`src/rtl/sram_bist_march_ctrl.sv`:
```
// sram_bist_march_ctrl
//   March C- BIST controller for a single-port SRAM macro with a BIST port.
//   Generates the six-element march sequence on the macro's BIST port and
//   compares the read data returned one cycle later. It reports pass/fail,
//   the count of mismatching reads, and the address and element of the
//   first mismatch.
//
//   Compile-time option: BIST_CHECKERBOARD_EN
//     defined     : background B = ...0101 (0x5555...), ~B = 0xAAAA...
//                   (DATA_WIDTH is assumed to be even)
//     not defined : background B = all zeros, ~B = all ones
//
// Ports
//   A_BIST_CLK   in   BIST clock (shared with the macro)
//   A_BIST_RST   in   asynchronous active-high reset
//   start        in   level; launches a run from IDLE or DONE
//   A_DOUT       in   macro read data (valid one cycle after a read op)
//   A_BIST_EN    out  selects the macro BIST port; high only while busy
//   A_BIST_MEN   out  memory enable for the current op
//   A_BIST_WEN   out  write strobe
//   A_BIST_REN   out  read strobe
//   A_BIST_ADDR  out  op address
//   A_BIST_DIN   out  write data (held across read ops)
//   A_BIST_BM    out  bit mask: all ones on writes, zero otherwise
//   busy         out  run in progress
//   done         out  run finished; held until next start or reset
//   pass         out  valid with done; 1 = no mismatch
//   fail_addr    out  address of the first mismatching read
//   fail_elem    out  march element (0..5) of the first mismatch
//   fail_cnt     out  mismatching read count, saturating at 0xFFFF
module sram_bist_march_ctrl #(
    parameter int unsigned DATA_WIDTH = 64,
    parameter int unsigned ADDR_WIDTH = 11
) (
    input  logic                  A_BIST_CLK,
    input  logic                  A_BIST_RST,
    input  logic                  start,
    input  logic [DATA_WIDTH-1:0] A_DOUT,
    output logic                  A_BIST_EN,
    output logic                  A_BIST_MEN,
    output logic                  A_BIST_WEN,
    output logic                  A_BIST_REN,
    output logic [ADDR_WIDTH-1:0] A_BIST_ADDR,
    output logic [DATA_WIDTH-1:0] A_BIST_DIN,
    output logic [DATA_WIDTH-1:0] A_BIST_BM,
    output logic                  busy,
    output logic                  done,
    output logic                  pass,
    output logic [ADDR_WIDTH-1:0] fail_addr,
    output logic [2:0]            fail_elem,
    output logic [15:0]           fail_cnt
);

    typedef enum logic [1:0] {
        ST_IDLE  = 2'd0,
        ST_RUN   = 2'd1,
        ST_DRAIN = 2'd2,
        ST_DONE  = 2'd3
    } state_t;

`ifdef BIST_CHECKERBOARD_EN
    localparam logic [DATA_WIDTH-1:0] BG = {(DATA_WIDTH/2){2'b01}};
`else
    localparam logic [DATA_WIDTH-1:0] BG = '0;
`endif
    localparam logic [ADDR_WIDTH-1:0] ADDR_MAX = '1;
    localparam logic [15:0]           CNT_MAX  = '1;

    state_t                  state_q;
    logic [2:0]              elem_q;
    logic                    phase_q;   // 0: read slot, 1: write slot (E1..E4)
    logic [ADDR_WIDTH-1:0]   addr_q;
    logic                    en_q, men_q, wen_q, ren_q;
    logic [DATA_WIDTH-1:0]   din_q, bm_q;
    logic                    busy_q, done_q, pass_q;
    logic [ADDR_WIDTH-1:0]   fail_addr_q;
    logic [2:0]              fail_elem_q;
    logic [15:0]             fail_cnt_q;

    // Compare pipeline: describes the read op issued in the previous cycle,
    // whose data is on A_DOUT during the current cycle.
    logic                    cmp_vld_q;
    logic [DATA_WIDTH-1:0]   cmp_exp_q;
    logic [ADDR_WIDTH-1:0]   cmp_addr_q;
    logic [2:0]              cmp_elem_q;

    // Next-op sequencing
    logic                    rw_elem_d, desc_d, last_op_d;
    logic [2:0]              nxt_elem_d;
    logic                    nxt_phase_d;
    logic [ADDR_WIDTH-1:0]   nxt_addr_d;
    logic                    nxt_wr_d, nxt_inv_d;
    logic [DATA_WIDTH-1:0]   nxt_word_d, cur_exp_d;
    logic                    mismatch_d;

    always_comb begin
        rw_elem_d   = (elem_q >= 3'd1) && (elem_q <= 3'd4);
        desc_d      = (elem_q == 3'd3) || (elem_q == 3'd4);
        last_op_d   = (elem_q == 3'd5) && (addr_q == ADDR_MAX);
        nxt_elem_d  = elem_q;
        nxt_addr_d  = addr_q;
        nxt_phase_d = 1'b0;

        if (rw_elem_d && !phase_q) begin
            nxt_phase_d = 1'b1;
        end else if (desc_d) begin
            if (addr_q == '0) begin
                nxt_elem_d = elem_q + 3'd1;
                // E3 -> E4 restarts at the top; E4 -> E5 ascends from zero
                nxt_addr_d = (nxt_elem_d == 3'd4) ? ADDR_MAX : '0;
            end else begin
                nxt_addr_d = addr_q - 1'b1;
            end
        end else begin
            if (addr_q == ADDR_MAX) begin
                nxt_elem_d = elem_q + 3'd1;
                nxt_addr_d = (nxt_elem_d == 3'd3) ? ADDR_MAX : '0;
            end else begin
                nxt_addr_d = addr_q + 1'b1;
            end
        end

        nxt_wr_d   = (nxt_elem_d == 3'd0) ||
                     ((nxt_elem_d >= 3'd1) && (nxt_elem_d <= 3'd4) && nxt_phase_d);
        // Writes of ~B happen in E1/E3; reads of ~B happen in E2/E4
        nxt_inv_d  = nxt_wr_d ? ((nxt_elem_d == 3'd1) || (nxt_elem_d == 3'd3))
                              : ((nxt_elem_d == 3'd2) || (nxt_elem_d == 3'd4));
        nxt_word_d = nxt_inv_d ? ~BG : BG;

        cur_exp_d  = ((elem_q == 3'd2) || (elem_q == 3'd4)) ? ~BG : BG;
        mismatch_d = cmp_vld_q && (A_DOUT != cmp_exp_q);
    end

    always_ff @(posedge A_BIST_CLK or posedge A_BIST_RST) begin
        if (A_BIST_RST) begin
            state_q     <= ST_IDLE;
            elem_q      <= '0;
            phase_q     <= 1'b0;
            addr_q      <= '0;
            en_q        <= 1'b0;
            men_q       <= 1'b0;
            wen_q       <= 1'b0;
            ren_q       <= 1'b0;
            din_q       <= '0;
            bm_q        <= '0;
            busy_q      <= 1'b0;
            done_q      <= 1'b0;
            pass_q      <= 1'b0;
            fail_addr_q <= '0;
            fail_elem_q <= '0;
            fail_cnt_q  <= '0;
            cmp_vld_q   <= 1'b0;
            cmp_exp_q   <= '0;
            cmp_addr_q  <= '0;
            cmp_elem_q  <= '0;
        end else begin
            cmp_vld_q  <= (state_q == ST_RUN) && ren_q;
            cmp_exp_q  <= cur_exp_d;
            cmp_addr_q <= addr_q;
            cmp_elem_q <= elem_q;

            if (mismatch_d) begin
                pass_q <= 1'b0;
                if (fail_cnt_q != CNT_MAX) begin
                    fail_cnt_q <= fail_cnt_q + 16'd1;
                end
                if (fail_cnt_q == '0) begin
                    fail_addr_q <= cmp_addr_q;
                    fail_elem_q <= cmp_elem_q;
                end
            end

            case (state_q)
                ST_IDLE, ST_DONE: begin
                    if (start) begin
                        state_q     <= ST_RUN;
                        busy_q      <= 1'b1;
                        done_q      <= 1'b0;
                        pass_q      <= 1'b1;
                        fail_addr_q <= '0;
                        fail_elem_q <= '0;
                        fail_cnt_q  <= '0;
                        elem_q      <= '0;
                        phase_q     <= 1'b0;
                        addr_q      <= '0;
                        en_q        <= 1'b1;
                        men_q       <= 1'b1;
                        wen_q       <= 1'b1;
                        ren_q       <= 1'b0;
                        bm_q        <= '1;
                        din_q       <= BG;
                    end
                end
                ST_RUN: begin
                    if (last_op_d) begin
                        state_q <= ST_DRAIN;
                        men_q   <= 1'b0;
                        wen_q   <= 1'b0;
                        ren_q   <= 1'b0;
                        bm_q    <= '0;
                    end else begin
                        elem_q  <= nxt_elem_d;
                        phase_q <= nxt_phase_d;
                        addr_q  <= nxt_addr_d;
                        wen_q   <= nxt_wr_d;
                        ren_q   <= !nxt_wr_d;
                        bm_q    <= nxt_wr_d ? '1 : '0;
                        if (nxt_wr_d) begin
                            din_q <= nxt_word_d;
                        end
                    end
                end
                ST_DRAIN: begin
                    state_q <= ST_DONE;
                    en_q    <= 1'b0;
                    addr_q  <= '0;
                    din_q   <= '0;
                    busy_q  <= 1'b0;
                    done_q  <= 1'b1;
                end
                default: state_q <= ST_IDLE;
            endcase
        end
    end

    assign A_BIST_EN   = en_q;
    assign A_BIST_MEN  = men_q;
    assign A_BIST_WEN  = wen_q;
    assign A_BIST_REN  = ren_q;
    assign A_BIST_ADDR = addr_q;
    assign A_BIST_DIN  = din_q;
    assign A_BIST_BM   = bm_q;
    assign busy        = busy_q;
    assign done        = done_q;
    assign pass        = pass_q;
    assign fail_addr   = fail_addr_q;
    assign fail_elem   = fail_elem_q;
    assign fail_cnt    = fail_cnt_q;

endmodule

```
`config.mk`:
```
export PLATFORM = sky130hd
export DESIGN_NAME = sram_bist_march_ctrl
export DESIGN_NICKNAME = d
export VERILOG_FILES = /design/src/rtl/sram_bist_march_ctrl.sv
export SDC_FILE = /design/constraint.sdc
export NUM_CORES = 1
export LEC_CHECK = 0
export CAP_MARGIN = 20
export CORE_UTILIZATION = 45
export CTS_BUF_LIST = sky130_fd_sc_hd__clkbuf_8
export DETAILED_ROUTE_END_ITERATION = 12
export GPL_ROUTABILITY_DRIVEN = 0
export PLACE_DENSITY = 0.87
export SYNTH_ARGS = -nofsm -noshare
export SYNTH_HDL_FRONTEND = slang
export SYNTH_SLANG_ARGS = --single-unit
```
`constraint.sdc`:
```
create_clock -name A_BIST_CLK -period 5.9 [get_ports A_BIST_CLK]
set_clock_uncertainty 0.1 [all_clocks]
set_input_delay 0.59 -clock A_BIST_CLK [delete_from_list [all_inputs] [get_ports A_BIST_CLK]]
set_output_delay 0.59 -clock A_BIST_CLK [all_outputs]
set_load 0.05 [all_outputs]
```
==> impl_metrics.ini <==
[status]
outcome = finished clean

[clocking]
cts-root-buf = clkbuf_8
numCtsBuffers = 9
cts_hold_buf = 0
insertion_delay_ps = 350
clockBufferDepth = 2
cts_tree = yes
path_clk_slew_ps = 70
cts.sinks = 70
cts_setup_buffers = 0
h-tree-depth = 3
post_cts_resized = 0

[sta]
fmax_mhz = 309
finalHoldViolations = 0
relSlewSlack_pct = 36.8
rsz0062_at_grt = no
tightest_slew_ps = 945
tns_ps = 0
finalCritPeriodShare_pct = 54.9
layout_setup_ws_ps = 2660
drv_slew = 0
final.min_clock_period_ps = 3240
finalSetupViolations = 0

[global_routing]
grt.overflow.total = 0
grt_use_met2_pct = 40.4
grt_pass1_wl_um = 21700
grt_pass1_vias = 4602
grtUsageMet1_pct = 26.8
grt_use_met3_pct = 5.87
grt.busiest_layer = met2
antenna_found_initial = 0
grt_usage_pct = 22.8
grt_max_degree = 71

[die]
die_area_um2 = 12000
ioPinCount = 243
core_um2 = 11000
fp-row-count = 38
start_util_pct = 47.1
die_x_um = 109
die_height_um = 109

[finish]
fin_nets = 803
syn_to_final_growth_pct = 33.7
antenna_cells = 0
drive_gt1_share_pct = 3.17

[synthesis]
synth_fp_nets = 698
ys_warn_count = 0
async_flop_share_pct = 100
ys_seq_elements = 70
syn_area_per_cell_um2 = 8.40
synth_cell_types = 55
synth_ff_type = dfrtp_1
synthTopCellsByCount = 128 x buf_4, 76 x nand2_1, 70 x dfrtp_1
ys_top_cells_by_area = dfrtp_1 34%, buf_4 19%, nand2_1 5.5%
synth_edf_count = 0
syn_area_um2 = 5190
synth_most_common_cell = buf_4
synthCells = 618
seq_area_frac_synth_pct = 33.7
synth_largest_area_cell = dfrtp_1
synth_top_area_share_pct = 33.7

[setup_path]
cp_data_arrival_time_ps = 3380
start_kind = flop
path_delay_family = compound AO/OA/AOI/OAI gates
path_buf_inv = 1
crit_type = reg -> reg
path_cells = inv_1 > ha_1 > mux2_2 > nor4_1 > nor2_1 > o21ai_1 > o21ai_0 > a21o_1
crit_fanout = 9
critPathRequiredTime_ps = 6040
reg2reg_slack_ps = 2660
end_kind = flop
critPathMaxStageDelay_ps = 560
cp_slowest_cell = nor4_1

[drt]
vias_per_cell = 5.76
first_pass_iters = 5
wl_per_cell_um = 16.7
drtIter0Drc = 472
wirelength_um = 14500
drc = 0
routed-via-count = 4985
ant_nets = 0

[placed_design]
dp_hpwl_um = 10600
place_ws_ps = 2520
port-buffer-count = 242

[pwr]
ir_drop_mv = 0.117
p_leak_nw = 2.79
p_per_area_nw_per_um2 = 194

[flow_run]
cap_violations = 0

[worst_hold_path]
holdCritPathClass = reg -> reg
cell usage in the layout (no fill, tap or decap), types with 12 or more instances in the layout:
cell type,netlist,routed
o21ai_0,18,18
inv_1,17,18
clkdlybuf4s50_1,0,242
nand3_1,23,23
nand2_1,76,76
nor2_1,17,17
dfrtp_1,70,69
mux2i_1,18,18
or4_1,16,16
nand4_1,23,23
ha_1,13,13
a21oi_1,24,24
or3_1,20,20
nor3_1,22,22
nor4_1,16,16
o21ai_1,12,12
metal layers:
metal	vias to the layer above	share of wire [%]	wire length (um)
li1	2300	-	-
met1	2336	38	5460
met2	301	51	7410
met3	48	9.0	1310
met4	0	2.0	289
met5	-	0	0
metrics by stage:
stage          instances  hold WS [ps]  instance area, um2  power [mW]  util [%]
3_3_place_gp         852           367                6750       0.952      61.2
2_1_floorplan        618           252                5190       0.828         -
5_1_grt              866           423                6940        1.42      62.9
3_5_place_dp         852           387                6750       0.966      61.2
6_report             866           407                6940        1.34      62.9
4_1_cts              866           402                6940        1.34      62.9
report_power, final:
part           internal, mW  switching (mW)
sequential            0.504          0.0289
clock                 0.211           0.170
combinational         0.146           0.284
total                 0.861           0.483
worst paths after layout:
path | cells past startpoint | endpoint | from
setup / recovery | 8 | A_BIST_ADDR[4] | elem_q[0]
hold / removal | 2 | fail_elem[0] | cmp_elem_q[0]
setup reg to reg | 8 | A_BIST_ADDR[4] | elem_q[0]
hold reg to reg | 2 | fail_elem[0] | cmp_elem_q[0]
max in group asynchronous | 3 | A_BIST_BM[62] | A_BIST_RST
min in group asynchronous | 3 | A_BIST_REN | A_BIST_RST
flip-flops by register name, summed over array words and instances (netlist names), 2 cells and up:
signal       count
fail_cnt        16
A_BIST_ADDR     11
cmp_addr_q      11
fail_addr       11
cmp_elem_q       3
elem_q           3
fail_elem        3
state_q          2
area by class of cell:
type / instances / area, um2
fillers: 868 / 4090
repair buffers: 245 / 2440
multi-input cells: 380 / 2320
flip-flops and latches: 70 / 1750
well taps: 140 / 175
clock buffers: 11 / 151
inverters: 17 / 63.8
clock inverters: 3 / 37.5
cells by family after synthesis:
kind of cell	after synthesis	share of synthesized area (%)
mux	21	4.12
flops	70	33.7
fa+ha+maj	13	3.13
compound gates	103	12.6
simple gates	242	24.6
buf+inv	168	21.7
xor+xnor	1	0.169
worst min-delay path, delay by kind of cell (launching register included):
family        cells  cell delay (ps)
flops             1              360
mux               1               60
simple gates      1               50
(Power assumes the default switching activity.)
